### config.mk
export PLATFORM = sky130hd
export DESIGN_NAME = pk_readout
export DESIGN_NICKNAME = d
export VERILOG_FILES = /design/src/rtl/pk_readout_pkg.sv /design/src/rtl/pk_readout_fifo.sv /design/src/rtl/pk_readout.sv
export VERILOG_INCLUDE_DIRS = /design/src /design/src/rtl
export SDC_FILE = /design/constraint.sdc
export NUM_CORES = 1
export LEC_CHECK = 0
export CORE_MARGIN = 8
export CORE_UTILIZATION = 47
export DETAILED_ROUTE_END_ITERATION = 10
export GPL_TIMING_DRIVEN = 0
export PLACE_DENSITY = 0.87
export SLEW_MARGIN = 20
export SYNTH_ARGS = -nofsm -noshare
export SYNTH_HDL_FRONTEND = slang
export SYNTH_SLANG_ARGS = --single-unit
### constraint.sdc
create_clock -name clk -period 2.3 [get_ports clk]
set_clock_uncertainty 0.05 [all_clocks]
set_input_delay 0.345 -clock clk [delete_from_list [all_inputs] [get_ports clk]]
set_output_delay 0.345 -clock clk [all_outputs]
set_load 0.01 [all_outputs]
### src/rtl/pk_readout_defs.sv
// Common macros shared by the readout blocks.
`ifndef PK_READOUT_DEFS_SV
`define PK_READOUT_DEFS_SV
`define CLOG2(x) $clog2(x)
`endif

### src/rtl/pk_readout_pkg.sv
// Shared types and size derivations for the matrix readout path.
`ifndef PK_READOUT_DEFS_SV
`include "pk_readout_defs.sv"
`endif

package pk_readout_pkg;

    typedef enum logic [1:0] {
        IDLE   = 2'd0,
        STREAM = 2'd1,
        DRAIN  = 2'd2
    } pk_state_e;

    function automatic int pk_depth(input int rows, input int cols, input int word_bits);
        return (rows * cols) / word_bits;
    endfunction

    // Clamped to 1 so a single-word matrix still gets a legal address port.
    function automatic int pk_aw(input int depth);
        return (depth > 1) ? `CLOG2(depth) : 1;
    endfunction

endpackage

### src/rtl/pk_readout_fifo.sv
// Two-entry skid FIFO between the matrix memory and the stream port.
module readout_fifo #(
    parameter int W = 21
) (
    input  logic         clk,
    input  logic         rst_n,
    input  logic         push_i,
    input  logic [W-1:0] push_data_i,
    input  logic         pop_i,
    output logic [1:0]   count_o,
    output logic [W-1:0] head_o
);

    logic [W-1:0] e0_q, e0_d, e1_q, e1_d;
    logic [1:0]   cnt_q, cnt_d;

    always_comb begin
        e0_d  = e0_q;
        e1_d  = e1_q;
        cnt_d = cnt_q;
        case ({push_i, pop_i})
            2'b10: begin
                if (cnt_q == 2'd0) e0_d = push_data_i;
                else               e1_d = push_data_i;
                cnt_d = cnt_q + 2'd1;
            end
            2'b01: begin
                e0_d  = e1_q;
                cnt_d = cnt_q - 2'd1;
            end
            // Simultaneous push/pop: head advances, occupancy unchanged.
            2'b11: begin
                if (cnt_q == 2'd2) begin
                    e0_d = e1_q;
                    e1_d = push_data_i;
                end else begin
                    e0_d = push_data_i;
                end
            end
            default: ;
        endcase
    end

    always_ff @(posedge clk or negedge rst_n) begin
        if (!rst_n) begin
            e0_q  <= '0;
            e1_q  <= '0;
            cnt_q <= 2'd0;
        end else begin
            e0_q  <= e0_d;
            e1_q  <= e1_d;
            cnt_q <= cnt_d;
        end
    end

    assign count_o = cnt_q;
    assign head_o  = e0_q;

endmodule

### src/rtl/pk_readout.sv
// Streams the systemized matrix out of memory once the systemizer reports success.
// state  | meaning
// IDLE   | waiting for sys_done; failure latches err
// STREAM | issuing reads while FIFO + in-flight leaves room
// DRAIN  | all reads issued; waiting for the last-word handshake
module pk_readout
    import pk_readout_pkg::*;
#(
    parameter  int N     = 20,
    parameter  int M     = 1,
    parameter  int L     = 200,
    parameter  int K     = 400,
    localparam int DEPTH = pk_depth(L, K, N),
    localparam int AW    = pk_aw(DEPTH),
    localparam int W     = N * M
) (
    input  logic          clk,
    input  logic          rst,
    input  logic          sys_done,
    input  logic          sys_fail,
    output logic          rd_en,
    output logic [AW-1:0] rd_addr,
    input  logic [W-1:0]  data_out,
    output logic          m_valid,
    input  logic          m_ready,
    output logic [W-1:0]  m_data,
    output logic          m_last,
    output logic          busy,
    output logic          err,
    output logic          done
);

    localparam logic [AW-1:0] LAST_ADDR = AW'(DEPTH - 1);

    pk_state_e     state_q, state_d;
    logic [AW-1:0] addr_q, addr_d;
    logic          err_q, err_d;
    logic          done_q, done_d;
    logic          inflight_q, inflight_last_q;
    logic          pop, at_last;
    logic [1:0]    fifo_count;
    logic [W:0]    fifo_head;
    logic [2:0]    occupancy;

    readout_fifo #(.W(W + 1)) u_fifo (
        .clk         (clk),
        .rst_n       (rst),
        .push_i      (inflight_q),
        .push_data_i ({inflight_last_q, data_out}),
        .pop_i       (pop),
        .count_o     (fifo_count),
        .head_o      (fifo_head)
    );

    assign m_valid   = (fifo_count != 2'd0);
    assign m_data    = fifo_head[W-1:0];
    assign m_last    = m_valid & fifo_head[W];
    assign pop       = m_valid & m_ready;
    assign at_last   = (addr_q == LAST_ADDR);
    // Slots that will still be committed after this cycle's pop.
    assign occupancy = {1'b0, fifo_count} + {2'b00, inflight_q} - {2'b00, pop};

    always_comb begin
        state_d = state_q;
        addr_d  = addr_q;
        err_d   = err_q;
        done_d  = 1'b0;
        rd_en   = 1'b0;
        case (state_q)
            IDLE: begin
                if (sys_done) begin
                    if (sys_fail) begin
                        err_d = 1'b1;
                    end else begin
                        err_d   = 1'b0;
                        addr_d  = '0;
                        state_d = STREAM;
                    end
                end
            end
            STREAM: begin
                if (occupancy < 3'd2) begin
                    rd_en = 1'b1;
                    if (at_last) state_d = DRAIN;
                    else         addr_d  = addr_q + AW'(1);
                end
            end
            DRAIN: begin
                if (pop && m_last) begin
                    state_d = IDLE;
                    done_d  = 1'b1;
                end
            end
            default: state_d = IDLE;
        endcase
    end

    always_ff @(posedge clk or negedge rst) begin
        if (!rst) begin
            state_q         <= IDLE;
            addr_q          <= '0;
            err_q           <= 1'b0;
            done_q          <= 1'b0;
            inflight_q      <= 1'b0;
            inflight_last_q <= 1'b0;
        end else begin
            state_q         <= state_d;
            addr_q          <= addr_d;
            err_q           <= err_d;
            done_q          <= done_d;
            inflight_q      <= rd_en;
            inflight_last_q <= rd_en & at_last;
        end
    end

    assign rd_addr = addr_q;
    assign busy    = (state_q != IDLE);
    assign err     = err_q;
    assign done    = done_q;

endmodule

==> results of run 1 <==
[synthesized netlist by cell type (all sizes together) (4+ instances only)]
cell,n,area share
a21oi,22,0.035
a22oi,21,0.050
buf,28,0.064
clkbuf,13,0.022
dfrtp,62,0.49
inv,6,0.0072
mux2,21,0.075
nand2,18,0.021
nand3,11,0.019
nor2,24,0.029
o211ai,6,0.014
o21ai,7,0.011
or4,4,0.011
[cell families after synthesis]
family	count (synthesis)
compound gates	76
mux	21
xor+xnor	4
buf+inv	48
simple gates	83
flops	62
fa+ha+maj	4
[worst paths after layout]
check	slack (ps)	endpoint	depth (start not counted)
min in group clk	460	err$_DFFE_PN0P_	2
worst max-delay path	-340	rd_addr[9]$_DFFE_PN0P_	9
worst min-delay path	420	u_fifo.e1_q[8]$_DFFE_PN0P_	2
worst min register to register	460	err$_DFFE_PN0P_	2
worst max register to register	-340	rd_addr[9]$_DFFE_PN0P_	9
max in group asynchronous	1270	state_q[1]$_DFFE_PN0P_	3
[power by group through the flow]
stage | Combinational (W) | Sequential, W | Clock, W
after floorplan | 0.00200 | 0.00194 | 0
after global placement | 0.00304 | 0.00195 | 0
after detailed placement | 0.00314 | 0.00199 | 0
after CTS | 0.00354 | 0.00196 | 0.00107
after global routing | 0.00408 | 0.00205 | 0.00112
final | 0.00377 | 0.00198 | 0.00106
[timing repair]
| item | in CTS | in global routing |
|---|---|---|
| buffers inserted | 16 | 4 |
| resized for setup | 21 | 29 |
| hold buffers | 1 | 0 |
| hold endpoints to repair | 26 | 0 |
| pin swaps | 11 | 11 |
| endpoints found under the setup margin | 55 | 54 |
[state kept, by name, indices dropped and copies added (netlist names)]
| signal | count |
|---|---|
| inflight_q | 1 |
| err | 1 |
| u_fifo.e1_q | 21 |
| state_q | 2 |
| rd_addr | 12 |
| u_fifo.count_o | 2 |
| done | 1 |
| inflight_last_q | 1 |
| u_fifo.head_o | 21 |
[per-stage QoR]
step                hold slack [ps]  setup WS, ps  utilization
finish                        418.6        -343.8       0.6625
global route                  452.1        -416.6       0.6625
CTS                           413.8        -284.8       0.6492
detailed placement            237.5        -861.5       0.5906
global placement              417.4         -1094       0.5879
floorplan                   -0.5911        -106.2            -
[metal layers]
metal	track usage	routed length, microns
met1	0.2087	3505
met2	0.3068	4421
met3	0.05192	436
met4	0.07074	178
met5	0	0
[cell type report]
class	instances	area (sq um)
Clock inverter	4	70.07
Inverter	6	22.52
Fill cell	513	2242
Multi-Input combinational cell	188	1393
Clock buffer	12	145.1
Tap cell	80	100.1
Sequential cell	62	1553
Timing Repair Buffer	84	820.8
Buffer	40	297.8
==> metrics list, run 1 <==
- Initial antenna violation count: 0
- For this design the static power due to leakage is around 1.9 nW.
- Of the cells placed in the final design, the portion with a size suffix greater than 1 is 0.3157.
* Register bit total from synthesis: 62
* Mean Syn Cell Area: approximately 11 sq um
* Transition time of the tightest slew-check pin: 704.2 ps
- The largest individual stage delay along the critical path comes from the cell sky130_fd_sc_hd__fa_1.
* PwrDens: 1548 nW/um^2
- Of the total synthesized cell area, the portion taken by AND, OR, NAND and NOR gates is 0.1396.
* Fraction of power consumed by combinational cells: 0.554
- Remaining global-route overflow: 0
- IR analysis of the VDD net gives a maximum drop of 1080 uV.
- In this run, CTS created clock tree buffers numbering 9.
* Number of vias in the routed layout: around 2700
* Endpoint required time on the critical path: around 2500 ps
* Dominant synthesized flop cell: sky130_fd_sc_hd__dfrtp_1
* Crit-path cells: and3b_2, buf_6, fa_1, and3b_2, buf_6, a32oi_4, buf_6, or4b_1, o211ai_1
- In this run the worst setup path begins at u_fifo.count_o[0]$_DFFE_PN0P_.
- Compound-cell area share of the yosys netlist: 0.1659
* Dominant cell type by count on the critical path: sky130_fd_sc_hd__buf_6
* Most common library cell in the layout ignoring fill and taps: sky130_fd_sc_hd__dfrtp_1
- Setup repair after global routing could not meet its margin everywhere.
* Crit end category: flop
* Remaining routing DRC violations: 0
- The first global-routing pass estimated between 10000 and 15000 microns of wire.
- Height of the die: just under 100 microns
- After synthesis, the largest family of logic cells by area is compound AO/OA/AOI/OAI gates.
- Die area: ~9600 sq um
- The number of hold violations in the final report is 0.
- Ys Warns: 0
- The share of the Yosys chip area taken by registers is 0.4932.
- The tree is rooted in a sky130_fd_sc_hd__clkbuf_8.
* Number of top-level design ports: 63
- In the synthesized netlist, the number of instances is roughly 300.
- Entering global routing, the biggest net connects 37 pins.
- Data on the critical path arrives at its endpoint at 2850 ps.
- After detailed routing, the average wire length per cell comes to between 15 and 20 microns.
- Measured against its own limit, the worst slew margin works out to 0.5262.
* Horizontal extent of the die: about 98 microns
* Max Clock Freq: 378.2 MHz
- Post-placement cell count: approximately 440
- Initial core utilization: 0.4734
- For the final routed database, the setup TNS stands at -3275 ps.
- Kind of start point of the critical path: flop
- Counting both buffers and inverters, the worst setup path holds a total of 3.
- Endpoints failing setup: 14
* Layout net count: 420
- In this run the worst path has a maximum fanout of 5.
- Violated checks: negative setup slack
- Core outline area: between 6000 and 7000 sq um
- On the worst path, the slowest cell contributes a delay of approximately 560 ps.
- Once routing completed, OpenROAD measured the worst setup slack at -343.8 ps.
* Commonest non-fill, non-tap cells in the layout: sky130_fd_sc_hd__dfrtp_1 (61), sky130_fd_sc_hd__clkdlybuf4s50_1 (59), sky130_fd_sc_hd__buf_4 (39), sky130_fd_sc_hd__nor2_1 (23), sky130_fd_sc_hd__a21oi_1 (22)
* Average vias per placed instance: around 5.6
- Of the total synthesized cell area, the portion taken by XOR and XNOR cells is 0.01114.
* Antenna Diode Count: 0
- Sw Share: 0.3661
- The floorplan has 30 rows.
- Post-detailed-placement half-perimeter wirelength: approximately 5500 microns
- Once detail routing completed, the nets flagged for antenna violations numbered 0.
* CTS tree: built
- Via count of the first global-routing pass: roughly 2800
* Clk sinks: 62
* Minimum clock period after layout: about 2600 ps
- Max-cap violations in this run came to 0.
- First DRT Iteration DRCs: 130
- Clock power frac: 0.155
- Class of the tightest hold or removal check: primary input to async pin
* Post-synth EDFFs: 0
- Power share of the sequential group: 0.291
- The startpoint identified for the worst register-to-register timing path is u_fifo.count_o[0]$_DFFE_PN0P_.
- Non-filler cells in the finished layout: approximately 480
- Routed Wire Length: approximately 8500 microns
* Clock transition at the registers of the reported paths: 80 ps
- Fraction of synthesized area in multiplexers: 0.07518
* Largest buffer count on any clock path: 2
- For this run, the total global-route usage over all layers was measured as 0.1803.
- The count of buffers added on input and output ports is 62.
- The synthesized netlist occupies a cell area of approximately 3100 sq um.
* Detailed Routing Iterations Pass 1: 4
- Summed over all nets, the switching power comes to around 0.0025 W.
* PnR Total Power: 0.006812 W
- After routing the design area is 4402 sq um.
* Outcome: finished with violations
- Adder-cell area share of the yosys netlist: 0.01830
- The worst setup path is of the flop to flop kind.
- Count of H-tree levels built during CTS: 3
- Clock insertion delay at the later pin of the skew report: roughly 340 ps
- Area after DPL: around 4000 sq um
* Final critical-path share of the clock period: 1.149
- Post-synth net total: 327
- P_int: roughly 0.0043 W
- CP delay by family, top: simple AND/OR/NAND/NOR gates
- Routability-driven placement finished with a final weighted congestion of ~0.83.
- Slew Viols, Final: 0
- Count of distinct cell types in the synthesized netlist: 54
- From synthesis to final layout, the design area changed by 39.94%.
* Synth async-reset ratio: 1.000
Power figures use the tool's default switching activity.
==> inputs of run 2 (changes only) <==
--- a/config.mk
+++ b/config.mk
@@ -6,11 +6,13 @@
 export SDC_FILE = /design/constraint.sdc
 export NUM_CORES = 1
 export LEC_CHECK = 0
+export CELL_PAD_IN_SITES_DETAIL_PLACEMENT = 1
+export CELL_PAD_IN_SITES_GLOBAL_PLACEMENT = 1
 export CORE_MARGIN = 8
-export CORE_UTILIZATION = 47
+export CORE_UTILIZATION = 40
 export DETAILED_ROUTE_END_ITERATION = 10
 export GPL_TIMING_DRIVEN = 0
-export PLACE_DENSITY = 0.87
+export PLACE_DENSITY = 0.9
 export SLEW_MARGIN = 20
 export SYNTH_ARGS = -nofsm -noshare
 export SYNTH_HDL_FRONTEND = slang
==> constraint.sdc (replaced) <==
create_clock -name clk -period 2.65 [get_ports clk]
set_clock_uncertainty 0.05 [all_clocks]
set_input_delay 0.3975 -clock clk [delete_from_list [all_inputs] [get_ports clk]]
set_output_delay 0.3975 -clock clk [all_outputs]
set_load 0.01 [all_outputs]
==> metrics list, run 2 (synthesis gave the netlist of run 1 again) <==
- The run finished with clean final reports.
- Among the stages of the critical path, the cell type that occurs most often is sky130_fd_sc_hd__and3b_2.
- VDD IR-drop max: 537.5 uV (-50%)
* Post-detailed-placement half-perimeter wirelength: 5814 microns (+6.0%)
- The largest fanout on the critical path was 6 (+1).
- First DRT Iteration DRCs: 55 (-58%)
* Clock transition at the registers of the reported paths: 70 ps (about the same)
- Endpoints failing setup: 0 (-14)
- The total buffers and inverters traversed by the critical path is 2 (-1).
* Layout net count: 409 (-2.6%)
* Count of final hold-check violations: 0 (unchanged)
* Worst Setup Slack, final: 9.518 ps (+353.3 ps)
- Row count: 32 (+6.7%)
- The worst slack at placement is -776.7 ps (+84.81 ps).
- # Max-Cap Violations: 0 (unchanged)
* Die area: 10960 sq um (+15%)
* Average wire length per cell after detail routing: 17.31 microns (-3.5%)
- The library cells used most frequently in the layout, excluding fill and tap cells, are sky130_fd_sc_hd__dfrtp_1 (61), sky130_fd_sc_hd__clkdlybuf4s50_1 (59), sky130_fd_sc_hd__buf_4 (32), sky130_fd_sc_hd__nor2_1 (24), sky130_fd_sc_hd__a21oi_1 (22).
* Routed Wire Length: 8431 microns (-1.3%)
* Crit end category: output pin
- The top-level port count came to 63 (unchanged).
- Derived from the worst setup path, the maximum achievable clock frequency is 378.7 MHz.
* All-layer global routing usage: 0.1547 (-0.02551)
- The path class of the tightest hold or removal check is primary input to async pin.
- Cell type of the slowest stage on the worst timing path: sky130_fd_sc_hd__fa_2
- Setup repair after global routing could not meet its margin everywhere.
- The number of levels in the clock H-tree was 3 (unchanged).
- The library cell used most frequently in the layout, excluding fill and tap cells, is sky130_fd_sc_hd__dfrtp_1.
* Clk sinks: 62 (unchanged)
* Synthesis-to-finish area growth: 34.41%
* Routed length on met2: 4300 microns (-2.7%)
* Final critical-path share of the clock period: 0.9964
- Walking the worst path, the cells encountered are and3b_2, buf_4, fa_2, and3b_2, and2_4, buf_6.
- The number of cells traversed by the worst register-to-register path was 9 (unchanged).
- Average vias per placed instance: 5.294 (-5.8%)
- Remaining global-route overflow: 0 (unchanged)
* Largest stage delay on the critical path: 540 ps (-20 ps)
- Clock insertion delay at the later pin of the skew report: 340 ps (about the same)
- Arrival time at the worst endpoint: 2190 ps (-660 ps)
- Endpoint required time on the critical path: 2200 ps (-300 ps)
- The clock buffer count from CTS came to 9 (unchanged).
- The first-pass GRT wire length is 14010 microns (+1.0%).
* Post-layout utilization of the core: 0.5500 (-0.1126)
- Share of post-route cells with drive strength above 1: 0.2597 (-0.05592)
- The final weighted congestion of routability-driven global placement was 0.8166 (-1.5%).
- The count of TritonRoute iterations in the first routing pass came to 4 (unchanged).
- Worst Path Class, Setup: flop to output pin
- The number of nets with antenna violations after routing is 0 (unchanged).
* Largest buffer count on any clock path: 2 (unchanged)
- The routed metal-1 wire length came to 3650 microns (+4.1%).
- Horizontal extent of the die: 104.7 microns (+7.0%)
* Antenna Diode Count: 0 (unchanged)
- The effective utilization at floorplan came to 0.4092 (-0.06427).
- The power per standard cell area was 1300 nW/um^2 (-16%).
- The number of vias in the routed layout was 2578 (-3.6%).
- Initial antenna violation count: 0 (unchanged)
* Core outline area: 7687 sq um (+16%)
- On the critical path the largest part of the delay comes from simple AND/OR/NAND/NOR gates.
* Minimum clock period after layout: 2640 ps
- Top routing layer in use: met4
- The overall power consumption came to 0.005498 W (-19%).
- Transition time of the tightest slew-check pin: 653.9 ps (-50.25 ps)
- Port Buf Inserts: 62 (unchanged)
* Via count of the first global-routing pass: 2799 (-0.14%)
* Worst path depth: 6 (-3)
* Clock root buffer: sky130_fd_sc_hd__clkbuf_8
- Slew Viols, Final: 0 (unchanged)
* Maximum number of pins on one net before global-route repair: 38 (+2.7%)
* Worst relative slew slack: 0.5600 (+0.03381)
- The number of remaining DRC errors came to 0 (unchanged).
* Static Leakage: 1.776 nW (-6.0%)
- CTS tree: built
* Height of the die: 104.7 microns (+7.0%)
- Kind of start point of the critical path: flop
* Routed wl met3: 366 microns (-16%)
==> run 2: cell count changes in the layout (fill, tap and decap cells not counted), moves of 3 or more <==
cell                         delta
sky130_fd_sc_hd__o41ai_2        -3
sky130_fd_sc_hd__clkinvlp_4     +3
sky130_fd_sc_hd__clkbuf_1       +3
sky130_fd_sc_hd__o41ai_1        +3
sky130_fd_sc_hd__buf_6          -5
sky130_fd_sc_hd__buf_4          -7
==> run 2: metrics by stage <==
step                      TNS (ps)  hold WS (ps)  cell area (sq um)  std cells
after floorplan                  0         51.91               3146        298
after global placement      -60370         415.1               3894        462
after detailed placement     -9342         283.9               3911        463
after CTS                        0         445.5               4159        481
after global routing        -54.30         480.4               4228        487
final                            0         448.9               4228        487
==> run 2: layout make-up <==
| cell class | count | area, sq um |
|---|---|---|
| Inverter | 6 | 22.52 |
| Fill cell | 866 | 3460 |
| Timing Repair Buffer | 72 | 708.2 |
| Buffer | 41 | 287.8 |
| Clock buffer | 10 | 137.6 |
| Tap cell | 102 | 127.6 |
| Clock inverter | 6 | 70.07 |
| Sequential cell | 62 | 1553 |
| Multi-Input combinational cell | 188 | 1321 |
==> run 2: per-layer routing <==
| layer | global-route usage | up-vias |
|---|---|---|
| met5 | 0 | - |
| li1 | - | 1221 |
| met4 | 0.04995 | 0 |
| met2 | 0.2732 | 60 |
| met3 | 0.03993 | 12 |
| met1 | 0.1789 | 1285 |
==> run 2: final timing paths <==
check / start / endpoint / slack [ps]
setup / recovery: u_fifo.count_o[1]$_DFFE_PN0P_ / rd_en / 10
hold / removal: rst / rd_addr[2]$_DFFE_PN0P_ / 450
setup reg to reg: u_fifo.count_o[0]$_DFFE_PN0P_ / rd_addr[4]$_DFFE_PN0P_ / 90
hold reg to reg: err$_DFFE_PN0P_ / err$_DFFE_PN0P_ / 450
max in group asynchronous: rst / u_fifo.count_o[1]$_DFFE_PN0P_ / 1580
min in group clk: err$_DFFE_PN0P_ / err$_DFFE_PN0P_ / 450
==> run 2: power by group <==
part | internal (W) | leakage (nW) | total (W) | switching, W
sequential | 0.00139 | 0.726 | 0.00172 | 0.000324
clock | 0.000464 | 0.0951 | 0.000875 | 0.000411
combinational | 0.00157 | 0.955 | 0.00290 | 0.00134
total | 0.00342 | 1.78 | 0.00550 | 0.00207
==> run 2: timing repair <==
action,4_1_cts,5_1_grt
pin swaps,3,5
setup buffers,2,6
gates resized for setup,14,6
setup endpoints to repair,14,16
hold buffers,1,0
endpoints found under the hold margin,25,0
==> inputs of run 3 (changes only) <==
--- a/config.mk
+++ b/config.mk
@@ -11,7 +11,6 @@
 export CORE_MARGIN = 8
 export CORE_UTILIZATION = 40
 export DETAILED_ROUTE_END_ITERATION = 10
-export GPL_TIMING_DRIVEN = 0
 export PLACE_DENSITY = 0.9
 export SLEW_MARGIN = 20
 export SYNTH_ARGS = -nofsm -noshare
==> metrics list, run 3 (synthesis gave the netlist of run 1 again) <==
- The run finished with clean final reports.
* Count of H-tree levels built during CTS: 3 (unchanged)
* Clock transition at the registers of the reported paths: 70 ps (about the same)
- Detailed Routing Iterations Pass 1: 4 (unchanged)
- Port Buf Inserts: 62 (unchanged)
- All-layer global routing usage: 0.1503 (-0.004434)
- The achievable clock frequency was 386.1 MHz (+2.0%).
- NetSw: 0.001937 W (-6.5%)
- The number of nets with antenna violations after routing was 0 (unchanged).
* Row count: 32 (unchanged)
- The worst-case hold slack is 53.03 ps (-395.8 ps).
* Remaining routing DRC violations: 0 (unchanged)
* PwrDens: 1276 nW/um^2 (-1.9%)
* # Max-Cap Violations: 0 (unchanged)
- Average wire length per cell after detail routing: 17.78 microns (+2.7%)
- The switching power share of the total is 0.3781 (+0.001076).
- Initial antenna violation count: 1 (+1)
* Share of post-route cells with drive strength above 1: 0.2108 (-0.04891)
- Number of fillers in the final layout: 859 (-0.81%)
- Static Leakage: 1.654 nW (-6.9%)
- Clock buffers created by TritonCTS: 9 (unchanged)
- Fraction of power consumed by combinational cells: 0.493 (-0.035)
- Remaining global-route overflow: 0 (unchanged)
- Crit end category: flop
* Post-detailed-placement half-perimeter wirelength: 5681 microns (-2.3%)
* Core outline area: 7687 sq um (unchanged)
- Height of the die: 104.7 microns (unchanged)
* Most common library cell in the layout ignoring fill and taps: sky130_fd_sc_hd__dfrtp_1
* Layout net count: 376 (-8.1%)
- The area of all placed cells without fillers is 4016 sq um (-5.0%).
- Horizontal extent of the die: 104.7 microns (unchanged)
- Maximum number of pins on one net before global-route repair: 43 (+13%)
- The library cells used most frequently in the layout, excluding fill and tap cells, are sky130_fd_sc_hd__dfrtp_1 (62), sky130_fd_sc_hd__clkdlybuf4s50_1 (59), sky130_fd_sc_hd__nor2_1 (24), sky130_fd_sc_hd__a21oi_1 (22).
- The effective utilization at floorplan is 0.4092 (unchanged).
- The largest fanout on the critical path is 8 (+2).
* Via count of the first global-routing pass: 2717 (-2.9%)
- The number of sinks on the clock net is 62 (unchanged).
* Power share of the sequential group: 0.348 (+0.035)
- Post-layout utilization of the core: 0.5225 (-0.02751)
- The count of pins over their slew limit came to 0 (unchanged).
- Number of vias in the routed layout: 2457 (-4.7%)
* Final critical-path share of the clock period: 0.9773 (-0.01907)
- Hold bufs inserted after CTS: 0 (-1)
* Worst relative slew slack: 0.5471 (-0.01297)
- Clock power frac: 0.158 (about the same)
- The clock latency at the later pin of the worst-skew pair came to 330 ps (about the same).
* Kind of start point of the critical path: flop
* Transition time of the tightest slew-check pin: 679.4 ps (+25.49 ps)
- CTS tree: built
- Class of the tightest hold or removal check: primary input to async pin
* Worst Path Class, Setup: flop to flop
* Endpoints failing setup: 0 (unchanged)
- The root buffer cell chosen for the clock tree is sky130_fd_sc_hd__clkbuf_8.
* Largest buffer count on any clock path: 2 (unchanged)
- Area after DPL: 3762 sq um (-3.8%)
* Final weighted congestion in routability-driven placement: 0.8203 (+0.45%)
- The detail-routed via count per cell was 5.412 (+2.2%).
* Routed Wire Length: 8071 microns (-4.3%)
- Number of cells traversed by the worst register-to-register path: 9 (unchanged)
* Synthesis-to-finish area growth: 27.68%
- First DRT Iteration DRCs: 70 (+27%)
- The arrival time of the worst setup path was 2790 ps (+600 ps).
- VDD IR-drop max: 583.3 uV (+8.5%)
* Die area: 10960 sq um (unchanged)
* Wire length of the first global-routing pass: 13480 microns (-3.8%)
- The final critical path time including I/O delays and setup is 2590 ps (-50.53 ps).
* Count of final hold-check violations: 0 (unchanged)
- The required time at the endpoint of the critical path is 2850 ps (+650 ps).
- The internal power consumption was 0.003186 W (-7.0%).
- Number of top-level design ports: 63 (unchanged)
run 3: changes by cell type in the layout (fill, tap and decap cells not counted), sizes merged:
cell           before  now
clkinvlp            3    1
clkinv              1    2
buf                39   20
dlygate4sd3         1    0
clkdlybuf4s15       1    0
clkbuf             22   11
diode               0    1
inv                 7    6
run 3: worst max-delay path, stage by stage, from the launching register on:
cell	delay (ps)
sky130_fd_sc_hd__dfrtp_1	380
sky130_fd_sc_hd__and3b_2	240
sky130_fd_sc_hd__buf_6	120
sky130_fd_sc_hd__fa_1	560
sky130_fd_sc_hd__and3b_2	230
sky130_fd_sc_hd__buf_6	110
sky130_fd_sc_hd__a32oi_4	70
sky130_fd_sc_hd__buf_6	170
sky130_fd_sc_hd__or4b_1	500
sky130_fd_sc_hd__o211ai_1	90
run 3: timing repair:
item                                    CTS  global route
resized for setup                         8             9
pin swaps                                 1             2
setup buffers                             2             1
endpoints found under the setup margin   11            11
run 3: through the flow:
step	total power [W]	std cells	setup TNS [ps]	setup slack, ps
CTS	0.005092	452	0	69.77
floorplan	0.003339	298	0	108.6
finish	0.005123	454	0	60.05
global route	0.005495	453	-95.00	-33.47
detailed placement	0.004217	435	-5170	-453.5
global placement	0.004051	435	-3965	-392.3
run 3: per-layer routing:
layer,vias up,GRT usage,part of all wire
li1,1153,-,-
met1,1225,0.1691,0.42
met2,65,0.2664,0.52
met3,14,0.03808,0.049
met4,0,0.06014,0.016
met5,-,0,0
run 3: power groups by stage:
stage / clock [W] / combinational (W) / sequential, W
after floorplan: 0 / 0.00166 / 0.00167
final: 0.000810 / 0.00253 / 0.00179
after detailed placement: 0 / 0.00242 / 0.00180
after CTS: 0.000827 / 0.00248 / 0.00179
after global placement: 0 / 0.00231 / 0.00174
after global routing: 0.000873 / 0.00277 / 0.00185
run 3: final cells by class:
type	instances	area (sq um)	share of cell area
Sequential cell	62	1551	0.3863
Multi-Input combinational cell	188	1339	0.3333
Timing Repair Buffer	80	784.5	0.1953
Clock buffer	11	141.4	0.03520
Tap cell	102	127.6	0.03178
Clock inverter	4	47.55	0.01184
Inverter	6	22.52	0.005607
Antenna cell	1	2.502	0.0006231
run 3: worst paths after layout:
kind / start / to / slack [ps]
setup / recovery: u_fifo.count_o[0]$_DFFE_PN0P_ / rd_addr[9]$_DFFE_PN0P_ / 60
hold / removal: rst / u_fifo.e1_q[10]$_DFFE_PN0P_ / 50
hold reg to reg: err$_DFFE_PN0P_ / err$_DFFE_PN0P_ / 450
min in group clk: err$_DFFE_PN0P_ / err$_DFFE_PN0P_ / 450
max in group asynchronous: rst / rd_addr[6]$_DFFE_PN0P_ / 1880
setup reg to reg: u_fifo.count_o[0]$_DFFE_PN0P_ / rd_addr[9]$_DFFE_PN0P_ / 60
